--- src/rtl/sram_pkg.sv ---
// Shared types and helpers for the parametrised 1R1W SRAM model.
package sram_pkg;

  typedef enum logic {
    CLEAR = 1'b0,
    READY = 1'b1
  } sram_state_e;

  // Helpers work on a fixed maximum width; callers size-cast in and out.
  localparam int MAX_DATA_W = 256;
  localparam int MAX_LANES  = 256;

  function automatic int num_wmask(input int width, input int gran);
    return (width + gran - 1) / gran;
  endfunction

  function automatic logic [MAX_DATA_W-1:0] lane_merge(
    input logic [MAX_DATA_W-1:0] old_word,
    input logic [MAX_DATA_W-1:0] new_word,
    input logic [MAX_LANES-1:0]  mask,
    input int                    gran
  );
    logic [MAX_DATA_W-1:0] res;
    res = old_word;
    for (int b = 0; b < MAX_DATA_W; b++) begin
      if (mask[b / gran]) res[b] = new_word[b];
    end
    return res;
  endfunction

endpackage

--- src/rtl/sram_1r1w_array.sv ---
// Raw storage: one lane-masked synchronous write port, one asynchronous read port.
module sram_1r1w_array import sram_pkg::*; #(
  parameter int DATA_WIDTH = 23,
  parameter int ADDR_WIDTH = 5,
  parameter int RAM_DEPTH  = 32,
  parameter int WMASK_GRAN = 8,
  localparam int NUM_WMASK = num_wmask(DATA_WIDTH, WMASK_GRAN)
) (
  input  logic                  clk,
  input  logic                  we,
  input  logic [ADDR_WIDTH-1:0] waddr,
  input  logic [DATA_WIDTH-1:0] wdata,
  input  logic [NUM_WMASK-1:0]  wmask,
  input  logic [ADDR_WIDTH-1:0] raddr,
  output logic [DATA_WIDTH-1:0] rdata
);

  logic [DATA_WIDTH-1:0] mem_q [RAM_DEPTH];
  logic [DATA_WIDTH-1:0] wr_word_d;

  always_comb begin
    wr_word_d = DATA_WIDTH'(lane_merge(MAX_DATA_W'(mem_q[waddr]), MAX_DATA_W'(wdata),
                                       MAX_LANES'(wmask), WMASK_GRAN));
  end

  always_ff @(posedge clk) begin
    if (we) mem_q[waddr] <= wr_word_d;
  end

  assign rdata = mem_q[raddr];

endmodule

--- src/rtl/sram_1r1w_param.sv ---
// Parametrised 1R1W SRAM: power-on clear sequencer, collision bypass, 1- or 2-cycle read pipeline.
//   state | meaning
//   CLEAR | zeroing mem[clr_cnt] each cycle, ports ignored
//   READY | clear finished, read/write ports accepted
module sram_1r1w_param import sram_pkg::*; #(
  parameter int DATA_WIDTH = 23,
  parameter int ADDR_WIDTH = 5,
  parameter int RAM_DEPTH  = 1 << ADDR_WIDTH,
  parameter int WMASK_GRAN = 8,
  parameter int READ_LAT   = 1,
  parameter int BYPASS     = 1,
  localparam int NUM_WMASK = num_wmask(DATA_WIDTH, WMASK_GRAN)
) (
  input  logic                  clk0,
  input  logic                  rst0,
  input  logic                  csb0,
  input  logic [ADDR_WIDTH-1:0] addr0,
  input  logic [DATA_WIDTH-1:0] din0,
  input  logic [NUM_WMASK-1:0]  wmask0,
  input  logic                  csb1,
  input  logic [ADDR_WIDTH-1:0] addr1,
  output logic [DATA_WIDTH-1:0] dout1,
  output logic                  dout1_vld,
  output logic                  init_done
);

  if (READ_LAT != 1 && READ_LAT != 2) begin : g_bad_lat
    $error("sram_1r1w_param: READ_LAT must be 1 or 2");
  end
  if (RAM_DEPTH < 1 || RAM_DEPTH > (1 << ADDR_WIDTH)) begin : g_bad_depth
    $error("sram_1r1w_param: RAM_DEPTH must be in 1..2**ADDR_WIDTH");
  end

  localparam logic [ADDR_WIDTH:0]   DEPTH_W   = (ADDR_WIDTH+1)'(RAM_DEPTH);
  localparam logic [ADDR_WIDTH-1:0] LAST_ADDR = ADDR_WIDTH'(RAM_DEPTH - 1);

  sram_state_e           state_q, state_d;
  logic [ADDR_WIDTH-1:0] clr_cnt_q, clr_cnt_d;
  logic                  arr_we;
  logic [ADDR_WIDTH-1:0] arr_waddr;
  logic [DATA_WIDTH-1:0] arr_wdata, arr_rdata;
  logic [NUM_WMASK-1:0]  arr_wmask;
  logic                  wr_fire, rd_acc;
  logic [DATA_WIDTH-1:0] rd_word;
  logic [DATA_WIDTH-1:0] s1_data_q, s1_data_d;
  logic                  s1_vld_q, s1_vld_d;

  sram_1r1w_array #(
    .DATA_WIDTH (DATA_WIDTH),
    .ADDR_WIDTH (ADDR_WIDTH),
    .RAM_DEPTH  (RAM_DEPTH),
    .WMASK_GRAN (WMASK_GRAN)
  ) u_array (
    .clk   (clk0),
    .we    (arr_we),
    .waddr (arr_waddr),
    .wdata (arr_wdata),
    .wmask (arr_wmask),
    .raddr (addr1),
    .rdata (arr_rdata)
  );

  always_comb begin
    state_d   = state_q;
    clr_cnt_d = clr_cnt_q;
    wr_fire   = (state_q == READY) && !csb0 && ({1'b0, addr0} < DEPTH_W);
    rd_acc    = (state_q == READY) && !csb1;
    arr_we    = wr_fire;
    arr_waddr = addr0;
    arr_wdata = din0;
    arr_wmask = wmask0;
    if (state_q == CLEAR) begin
      arr_we    = 1'b1;
      arr_waddr = clr_cnt_q;
      arr_wdata = '0;
      arr_wmask = '1;
      clr_cnt_d = clr_cnt_q + ADDR_WIDTH'(1);
      if (clr_cnt_q == LAST_ADDR) state_d = READY;
    end
    if (rst0) arr_we = 1'b0;

    rd_word = ({1'b0, addr1} < DEPTH_W) ? arr_rdata : '0;
    // Same-cycle write to the read address: forward the merged word when bypassing.
    if (BYPASS != 0 && wr_fire && addr0 == addr1) begin
      rd_word = DATA_WIDTH'(lane_merge(MAX_DATA_W'(rd_word), MAX_DATA_W'(din0),
                                       MAX_LANES'(wmask0), WMASK_GRAN));
    end
    s1_data_d = rd_acc ? rd_word : s1_data_q;
    s1_vld_d  = rd_acc;
  end

  always_ff @(posedge clk0) begin
    if (rst0) begin
      state_q   <= CLEAR;
      clr_cnt_q <= '0;
      s1_data_q <= '0;
      s1_vld_q  <= 1'b0;
    end else begin
      state_q   <= state_d;
      clr_cnt_q <= clr_cnt_d;
      s1_data_q <= s1_data_d;
      s1_vld_q  <= s1_vld_d;
    end
  end

  if (READ_LAT == 2) begin : g_lat2
    logic [DATA_WIDTH-1:0] s2_data_q, s2_data_d;
    logic                  s2_vld_q, s2_vld_d;

    always_comb begin
      s2_data_d = s1_vld_q ? s1_data_q : s2_data_q;
      s2_vld_d  = s1_vld_q;
    end

    always_ff @(posedge clk0) begin
      if (rst0) begin
        s2_data_q <= '0;
        s2_vld_q  <= 1'b0;
      end else begin
        s2_data_q <= s2_data_d;
        s2_vld_q  <= s2_vld_d;
      end
    end

    assign dout1     = s2_data_q;
    assign dout1_vld = s2_vld_q;
  end else begin : g_lat1
    assign dout1     = s1_data_q;
    assign dout1_vld = s1_vld_q;
  end

  assign init_done = (state_q == READY);

endmodule

--- config.mk ---
export PLATFORM = sky130hd
export DESIGN_NAME = sram_1r1w_param
export DESIGN_NICKNAME = d
export VERILOG_FILES = /design/src/rtl/sram_pkg.sv /design/src/rtl/sram_1r1w_array.sv /design/src/rtl/sram_1r1w_param.sv
export SDC_FILE = /design/constraint.sdc
export NUM_CORES = 1
export LEC_CHECK = 0
export BUFFER_PORTS_ARGS = -buffer_cell sky130_fd_sc_hd__clkbuf_2
export CORE_ASPECT_RATIO = 0.75
export CORE_MARGIN = 3
export CORE_UTILIZATION = 67
export CTS_CLUSTER_DIAMETER = 200
export DETAILED_ROUTE_END_ITERATION = 12
export PLACE_DENSITY = 0.84
export REMOVE_ABC_BUFFERS = 1
export SLEW_MARGIN = 0
export SYNTH_ARGS = -nofsm -noshare
export SYNTH_HDL_FRONTEND = slang
export SYNTH_SLANG_ARGS = --single-unit
--- constraint.sdc ---
create_clock -name clk0 -period 6.78 [get_ports clk0]
set_input_delay 1.356 -clock clk0 [delete_from_list [all_inputs] [get_ports clk0]]
set_output_delay 1.356 -clock clk0 [all_outputs]
set_load 0.02 [all_outputs]
==> Yosys cells after proc, flatten, opt, wreduce, memory -nomap -nowiden <==
Memories as Yosys holds them, arrays and structs flattened.
Index checks and enable logic that the tools add are counted.
{ "totals": {"ff_bits": 30, "n_memories": 1, "ram_bits": 736, "inputBits": 40, "word_cells": 75} }
{ "classes": {"addsub": 1, "n_eq_ne": 5, "mux": 56, "reduce_logical": 8} }
{ "mem_list": {"columns": ["memory", "depth", "word_bits", "rd", "rd_ports_with_merged_regs", "write_ports", "line", "text"], "rows": [
  ["u_array.mem_q", 32, 23, 1, 0, 1, "sram_1r1w_array.sv:18", "logic [DATA_WIDTH-1:0] mem_q [RAM_DEPTH];"]
]} }
{ "op_table": {"columns": ["operator", "n"], "rows": [
  ["2-to-1 mux 1 bit", 52],
  ["2-to-1 mux 23 bit", 2],
  ["AND reduction 2 bit", 3],
  ["adder 5 x 1 -> 5 bit, second input constant", 1],
  ["equality test 5 bit", 1],
  ["equality test 5 bit, second input constant", 1],
  ["2-to-1 mux 5 bit", 1],
  ["logical AND 1 bit", 3],
  ["2-to-1 mux 3 bit", 1],
  ["!= test 1 bit, second input constant", 3],
  ["zero test 1 bit", 2]
]} }

==> Longest topological paths before layout <==
Gate-level depths: netlist of the first run.
{ "logic_depth": {"word_depth": 7, "depth_mapped": 10} }

==> Cells and area by module <==
Synthesis of the first run repeated with hierarchy kept, for this count alone.
{ "unflattened": {"cells_unflattened": 1914, "hier_area_um2": 31021.0} }
{ "by_module_without_submodules": {"columns": ["mod", "n_inst", "cells_each", "area_per_inst_um2", "seq_area_each_um2"], "rows": [
  ["sram_1r1w_array", 1, 1706, 29189.2, 22101.2],
  ["sram_1r1w_param", 1, 208, 1831.8, 600.6]
]} }

==> Worst setup path after synthesis of the first run <==
Ideal clock, no wire load.
{ "synth_path": {"path_type": "input -> register", "start": "input port rst0", "end": "memory u_array.mem_q[10][10] (enable)", "arrival_ns": 2.605, "cell_stages": 4, "slack_ns": 3.792, "setup_ns": 0.383, "t_required_ns": 6.397, "path_cell_list": "clkbuf_1 > nand2b_1 > clkbuf_1 > nor3_1"} }
{ "synth_between": {"elab_chain_cells": 4} }
{ "synth_rtl": {"columns": ["element", "line", "text"], "rows": [
  ["start: declaration", "sram_1r1w_param.sv:15", "input logic rst0,"],
  ["2-to-1 mux 1 bit", "sram_1r1w_param.sv:80", "if (rst0) arr_we = 1'b0;"],
  ["2-to-1 mux 1 bit", "sram_1r1w_array.sv:27", "if (we) mem_q[waddr] <= wr_word_d;"],
  ["2-to-1 mux 1 bit (implied by the code)", "sram_1r1w_array.sv:27", null],
  ["AND reduction 2 bit (no source line)", null, null],
  ["end: declaration", "sram_1r1w_array.sv:18", null]
]} }
Every way passes these cells.

==> Final worst setup path of the first run <==
{ "layout_path": {"start": "register state_q (netlist: init_done)", "end": "memory u_array.mem_q[25][0] (enable)"} }
{ "layout_between": {"elab_chain_cells": 6, "word_cells_on_any_way": 9, "cone_classes": "1 x eq/ne; 6 x mux; 2 x reduce/logical"} }
{ "layout_rtl": {"columns": ["element", "line", "text"], "rows": [
  ["start: declaration", "sram_1r1w_param.sv:37", "sram_state_e state_q, state_d;"],
  ["start signal: assignment", "sram_1r1w_param.sv:99", "state_q <= state_d;"],
  ["logical AND 1 bit", "sram_1r1w_param.sv:66", "wr_fire = (state_q == READY) && !csb0 && ({1'b0, addr0} < DEPTH_W);"],
  ["2-to-1 mux 1 bit", "sram_1r1w_param.sv:72", "if (state_q == CLEAR) begin"],
  ["2-to-1 mux 1 bit", "sram_1r1w_param.sv:80", null],
  ["2-to-1 mux 1 bit", "sram_1r1w_array.sv:27", null],
  ["2-to-1 mux 1 bit (implied by the code)", "sram_1r1w_array.sv:27", null],
  ["AND reduction 2 bit (no source line)", null, null]
]} }
Several ways; a longest one is shown, not always the timed one.

==> qor.yml, run 1 <==
run_status:
  status: "finished, final reports clean"
synth:
  synth_seq_cells: 766
  syn-cell-area_mm2: 0.0305
  synth_top_area_cell: "edfxtp_1"
  synth.top_cells.by_area: "edfxtp_1 (72%), mux4_2 (12%), mux2i_1 (3.0%), dfxtp_1 (2.0%), nor3_1 (1.6%)"
  synth_compound_area_share_pct: 3.23
  synth_xor_area_share_pct: 0.201
  syn_avg_cell_area_um2: 19.8
  yosys-top-cells-count: "edfxtp_1 (736), mux4_2 (157), nor3_1 (97), mux2i_1 (91), nand2_1 (78)"
  syn_inst: 1539
  ys_warn_count: 0
  netlist.area_leader.share_pct: 72.5
  yosys.area_share.simple_pct: 4.63
  synth_mux_area_share_pct: 15.2
  ys.flop_type: "edfxtp_1"
  synth_adder_area_share_pct: 0.0821
  async_flop_share_pct: 0
  seq_area_frac_synth_pct: 74.5
  yosysMostFrequentCell: "edfxtp_1"
  synth_top_family_by_area: "multiplexers"
  synthDistinctLibCells: 57
  synth_edf_count: 736
clock_network:
  htree_levels: 3
  clk_pin_slew_ps: 60
  numCtsBuffers: 70
  insertion_delay_ps: 600
  cts_resized: 0
  cts-root-buf: "clkbuf_16"
  postCtsSetupBuffers: 0
  clockBufferDepth: 3
  hold_buffers: 0
  cts_tree: "built"
  cts.sinks: 766
global_route:
  grt_max_degree: 81
  grt_pass1_vias: 16100
  grt_use_total_pct: 29.6
  grt_antenna_before_repair: 4
  globalRoute.totalOverflow: 0
  grt_pass1_wl_um: 103000
critical_path:
  r2r_slack_ps: 3070
  cp-end-kind: "register"
  reg2regPathDepth: 4
  worstSetupPathType: "reg2reg"
  worst_setup_path_start_kind: "register"
  reg2reg_from: "init_done$_SDFF_PP0_"
  cp_max_fo: 53
  arrival_ps: 3920
  crit_required_ps: 6990
  r2r_end: "u_array.mem_q[25][0]$_DFFE_PP_"
job:
  max-cap-violations: 0
detailed_routing:
  drtIter0Drc: 1894
  drc: 0
  via_count: 16000
  drtPass1Iterations: 5
  drt-vias-per-instance: 7.09
  ant_nets: 0
  wire_per_inst_um: 30.7
  routed_wl_um: 69500
pwr:
  ir_worst_vdd_uv: 232
  power_density_mw_per_mm2: 279
  p_leak_nw: 10.7
floorplan:
  dieArea_mm2: 0.0481
  boundaryPins: 65
  die_h_um: 191
  coreArea_mm2: 0.0448
  num_rows: 67
  start_util_pct: 68.0
  die_w_um: 252
sta:
  hold_viol_final: 0
  slew_headroom_pct: 7.87
  final-setup-viol-count: 0
  slew_violations: 0
  finalSetupTns_ps: 0
  fmax_mhz: 270
  rsz0062_at_grt: "no"
  tightest_slew_ps: 1370
  layout_min_cycle_time_ps: 3710
  clock_skew_ps: 22.4
  hold-worst-slack_ps: 500
  period_share_pct: 54.7
placement:
  io_buffers: 64
  dp_hpwl_um: 41300
  routabilityCongestion: 0.864
  place_inst: 2134
hold_path:
  holdPathEnd: "dout1[16]$_SDFFE_PP0P_"
  hp-start: "dout1[16]$_SDFFE_PP0P_"
  hold_depth: 2
  hold_class: "reg2reg"
cells_and_area:
  final_nets: 1665
  antenna_cells: 0
  final_layout_size_suffix_gt1_share_pct: 23.4
  final_cells: 2262
  syn_to_final_growth_pct: 10.1
  fin_util_pct: 74.9
==> critical path: stages, from the launching register on <==
cell,delay (ps)
dfxtp_2,1080
nor2b_1,190
a21oi_1,330
nand2_1,530
nor3_1,1190
==> routing by layer <==
| metal | vias up | routed length, µm | global-route usage [%] |
|---|---|---|---|
| met1 | 8275 | 26300 | 43.2 |
| met4 | 6 | 1660 | 8.07 |
| met2 | 1065 | 33100 | 45.6 |
| li1 | 6526 | - | - |
| met5 | - | 50 | 0 |
| met3 | 159 | 8290 | 7.72 |
==> logic make-up (layout without fill, tap and decap cells) <==
group                      count (synthesis)  after routing
muxes                                    256            256
and+or+nand+nor                          270            270
buffers and inverters                    111            248
adders and majority gates                  2              2
AOI/OAI and AO/OA                        127            127
DFF                                      766            766
xor gates and xnor gates                   7              7
==> sequential cells by signal (all words and copies together) (netlist names) <==
register / cells
dout1: 23
dout1_vld: 1
init_done: 1
clr_cnt_q: 5
u_array.mem_q: 736
==> stage by stage <==
step	worst slack [ps]	power (mW)	area (µm²)
2_1_floorplan	3590	5.46	29800
3_3_place_gp	2700	5.64	31300
3_5_place_dp	2610	5.65	31300
4_1_cts	2940	9.40	33500
5_1_grt	2850	9.60	33600
6_report	3070	9.39	33600
==> cell usage in the layout, fill, tap and decap left out, types with 29 or more instances in the layout <==
cell,Yosys,routed
dfxtp_1,30,29
buf_4,14,47
edfxtp_1,736,736
clkbuf_2,0,60
mux4_2,157,157
nand2_1,78,78
nor3_1,97,90
mux2i_1,91,91
clkbuf_16,0,74
==> where the power goes <==
part | switching, mW | internal (mW)
Combinational | 0.249 | 0.161
Clock | 1.69 | 2.14
Sequential | 0.00945 | 5.14
Total | 1.95 | 7.44
==> area by class of cell <==
class                   count  area [µm²]
clock buffers             100        2000
clock inverters            25         196
fillers                  2341       11300
inverters                   8        30.0
multi-input cells         662        7180
flip-flops and latches    766       22700
well taps                 586         733
repair buffers            115         747
==> worst max path at each step <==
| stage | from | to | slack (ps) | cells past startpoint |
|---|---|---|---|---|
| 4_1_cts | init_done$_SDFF_PP0_ | u_array.mem_q[26][14]$_DFFE_PP_ | 2940 | 4 |
| 2_1_floorplan | addr0[0] | u_array.mem_q[10][0]$_DFFE_PP_ | 3590 | 3 |
| 5_1_grt | init_done$_SDFF_PP0_ | u_array.mem_q[16][14]$_DFFE_PP_ | 2850 | 4 |
| 3_3_place_gp | addr1[0] | dout1[15]$_SDFFE_PP0P_ | 2700 | 7 |
| 6_report | init_done$_SDFF_PP0_ | u_array.mem_q[25][0]$_DFFE_PP_ | 3070 | 4 |
| 3_5_place_dp | addr0[3] | u_array.mem_q[5][12]$_DFFE_PP_ | 2610 | 5 |
(Power assumes the default switching activity.)
==> run 2, diff against run 1 <==
ABC_AREA = 1   (was default)
CORE_UTILIZATION = 63   (was 67)
PLACE_DENSITY = 0.8   (was 0.84)
clock period = 3.7 ns   (was 6.78 ns; I/O delays follow)
==> run 2 against run 1 <==
Power is 93% higher. Synthesized cell count up 110%. Largest cell class unchanged. Core utilization decreased by 4.6 points. Die area grew 15%. Area after synthesis is 8.5% higher. Design area up 8.2%. Global-route usage up 2.4 points.
==> qor.yml, run 2 <==
cells_and_area:
  final_cells: 4010  # +77%
  largest_register_ffs: 736  # unchanged
  fin_util_pct: 70.3  # -4.6 points
  final_cell_mix: "nand2_1 (1169), edfxtp_1 (736), nand3_1 (484)"
  antenna_cells: 0  # unchanged
  final_layout_size_suffix_gt1_share_pct: 7.74  # -16 points
  nFillCells: 3603  # +54%
  top_register: "u_array.mem_q"
  multi_input_area_mm2: 0.00813  # +13%
  mostFrequentLayoutCell: "nand2_1"
  syn_to_final_growth_pct: 9.90
  final_nets: 3291  # +98%
  regArea_mm2: 0.0227  # unchanged
critical_path:
  cp_max_fo: 25  # -53%
  reg2reg_from: "init_done$_SDFF_PP0_"
  worst_setup_path_start_kind: "register"
  crit_required_ps: 3940  # -3050 ps
  critPathSlowestCell: "nor2_1"
  path_delay_family: "simple AND/OR/NAND/NOR gates"
  r2r_slack_ps: 520  # -2550 ps
  cp-end-kind: "register"
  cp_cell_sequence: "buf_4 -> o21ai_0 -> inv_1 -> nand2_1 -> nor2_1 -> nand2_1 -> nor2_1"
  cp_slowest_stage_delay_ps: 720  # -470 ps
  reg2regPathDepth: 7  # +3
  worstSetupPathType: "reg2reg"
  arrival_ps: 3420  # -500 ps
  r2r_end: "u_array.mem_q[30][5]$_DFFE_PP_"
  critPathBufInv: 2  # +2
synth:
  netlist.area_leader.share_pct: 66.8  # -5.7 points
  seq_area_frac_synth_pct: 68.6  # -5.8 points
  async_flop_share_pct: 0  # unchanged
  synth_compound_area_share_pct: 1.68  # -1.6 points
  synth.top_cells.by_area: "edfxtp_1 (67%), nand2_1 (13%), nand3_1 (7.3%), inv_1 (3.7%), dfxtp_1 (1.8%)"
  synth_top_family_by_area: "simple AND/OR/NAND/NOR gates"
  synth_edf_count: 736  # unchanged
  syn_inst: 3217  # +110%
  syn_avg_cell_area_um2: 10.3  # -48%
  syn-cell-area_mm2: 0.0331  # +8.5%
  yosys-top-cells-count: "nand2_1 (1169), edfxtp_1 (736), nand3_1 (484), inv_1 (328), nor2_1 (153)"
  synth_seq_cells: 766  # unchanged
  synth_adder_area_share_pct: 0.0757  # -0.0064 points
  yosys.area_share.simple_pct: 22.8  # +18 points
  ys.flop_type: "edfxtp_1"
  synth_mux_area_share_pct: 0  # -15 points
  synthDistinctLibCells: 23  # -60%
  ys_warn_count: 0  # unchanged
  synth_top_area_cell: "edfxtp_1"
  synth_xor_area_share_pct: 0  # -0.20 points
  yosysMostFrequentCell: "nand2_1"
global_route:
  grt_use_total_pct: 32.0  # +2.4 points
  grt_pass1_wl_um: 134000  # +29%
  grt_pass1_vias: 22600  # +40%
  grt_antenna_before_repair: 1  # -3
  grt_max_degree: 169  # +110%
  globalRoute.totalOverflow: 0  # unchanged
sta:
  fin_ws_ps: 523  # -2550 ps
  tightest_slew_ps: 1250  # -126 ps
  hold_viol_final: 0  # unchanged
  rsz0062_at_grt: "no"
  layout_min_cycle_time_ps: 3180  # -532 ps
  final-setup-viol-count: 0  # unchanged
  finalSetupTns_ps: 0  # unchanged
  fmax_mhz: 315  # +17%
  clock_skew_ps: 27.0  # +4.59 ps
  period_share_pct: 85.9  # +31 points
  slew_violations: 0  # unchanged
  slew_headroom_pct: 16.9  # +9.0 points
floorplan:
  coreArea_mm2: 0.0517  # +15%
  die_w_um: 271  # +7.2%
  die_h_um: 204  # +7.2%
  boundaryPins: 65  # unchanged
  dieArea_mm2: 0.0553  # +15%
  start_util_pct: 64.0  # -4.0 points
  num_rows: 72  # +7.5%
placement:
  pre_cts_slack_ps: 636  # -1980 ps
  dp_hpwl_um: 54100  # +31%
  io_buffers: 64  # unchanged
  routabilityCongestion: 0.932  # +7.9%
  place_inst: 3877  # +82%
hold_path:
  hold_class: "in2reg"
  hp-start: "rst0"
  hold_depth: 2  # unchanged
  holdPathEnd: "clr_cnt_q[0]$_SDFFE_PP0N_"
run_status:
  status: "finished, final reports clean"
pwr:
  p_leak_nw: 15.2  # +42%
  ir_worst_vdd_uv: 362  # +56%
  power_density_mw_per_mm2: 499  # +79%
  p_total_mw: 18.1  # +93%
clock_network:
  cts_resized: 0  # unchanged
  insertion_delay_ps: 620  # +20 ps
  clk_pin_slew_ps: 60  # about the same
  hold_buffers: 0  # unchanged
  postCtsSetupBuffers: 0  # unchanged
  cts.sinks: 766  # unchanged
  cts_tree: "built"
  clockBufferDepth: 3  # unchanged
  htree_levels: 3  # unchanged
  cts-root-buf: "clkbuf_16"
  numCtsBuffers: 73  # +4.3%
detailed_routing:
  routed_wl_um: 88700  # +28%
  wire_per_inst_um: 22.1  # -28%
  drc: 0  # unchanged
  ant_nets: 0  # unchanged
  via_count: 23800  # +49%
  drt-vias-per-instance: 5.94  # -16%
  drtPass1Iterations: 7  # +2
  drtIter0Drc: 4297  # +130%
job:
  max-cap-violations: 0  # unchanged
## run 2: cell count changes in the layout (fill, tap and decap cells not counted), moves of 37 or more
cell     before   now
nor3_1       90    15
nand3_1       2   484
a21oi_1       1    53
mux4_2      157     0
inv_1         8   327
mux2i_1      91     0
o21ai_0      15    52
nor2_1       15   152
nand2_1      78  1169
## run 2: where the power goes
group / switching, mW / internal (mW) / leakage (nW)
clock network: 3.19 / 4.51 / 1.20
registers: 0.0152 / 9.42 / 6.66
logic: 0.741 / 0.270 / 7.36
total: 3.95 / 14.2 / 15.2
## run 2: final cells by class
class,instances,area share [%]
Sequential cell,766,62.5
Multi-Input combinational cell,1941,22.4
Clock buffer,100,5.74
Inverter,335,3.51
Timing Repair Buffer,132,2.53
Tap cell,703,2.42
Clock inverter,33,0.971
## run 2: kinds of logic (layout without fill, tap and decap cells)
family | Yosys count | in the layout
AOI/OAI and AO/OA | 110 | 110
adders and majority gates | 2 | 2
buffers and inverters | 510 | 600
DFF | 766 | 766
and+or+nand+nor | 1829 | 1829
## run 2: routing by layer
metal	track usage [%]	share of wire [%]	vias to the layer above
li1	-	-	10700
met1	45.6	38	11200
met2	49.7	45	1695
met3	7.17	13	249
met4	10.7	3.6	2
met5	0	0.015	-
## run 2: worst max-delay path by stage
stage | start | endpoint | depth (start not counted)
after floorplan | init_done$_SDFF_PP0_ | u_array.mem_q[0][0]$_DFFE_PP_ | 3
after global placement | addr0[2] | u_array.mem_q[24][8]$_DFFE_PP_ | 6
after detailed placement | init_done$_SDFF_PP0_ | u_array.mem_q[28][7]$_DFFE_PP_ | 7
after CTS | init_done$_SDFF_PP0_ | u_array.mem_q[28][3]$_DFFE_PP_ | 7
after global routing | init_done$_SDFF_PP0_ | u_array.mem_q[28][7]$_DFFE_PP_ | 7
final | init_done$_SDFF_PP0_ | u_array.mem_q[30][5]$_DFFE_PP_ | 7
## run 2: worst reg2reg max path, cell delays in order, from the launching register on
cell	delay (ps)
dfxtp_2	580
buf_4	360
o21ai_0	250
inv_1	150
nand2_1	90
nor2_1	240
nand2_1	410
nor2_1	720
## run 2: stage by stage
stage / hold slack, ps / instance area (µm²)
finish: 358 / 36300
detailed placement: 497 / 33900
global placement: 491 / 33900
floorplan: 458 / 32100
global route: 353 / 36300
CTS: 330 / 36300
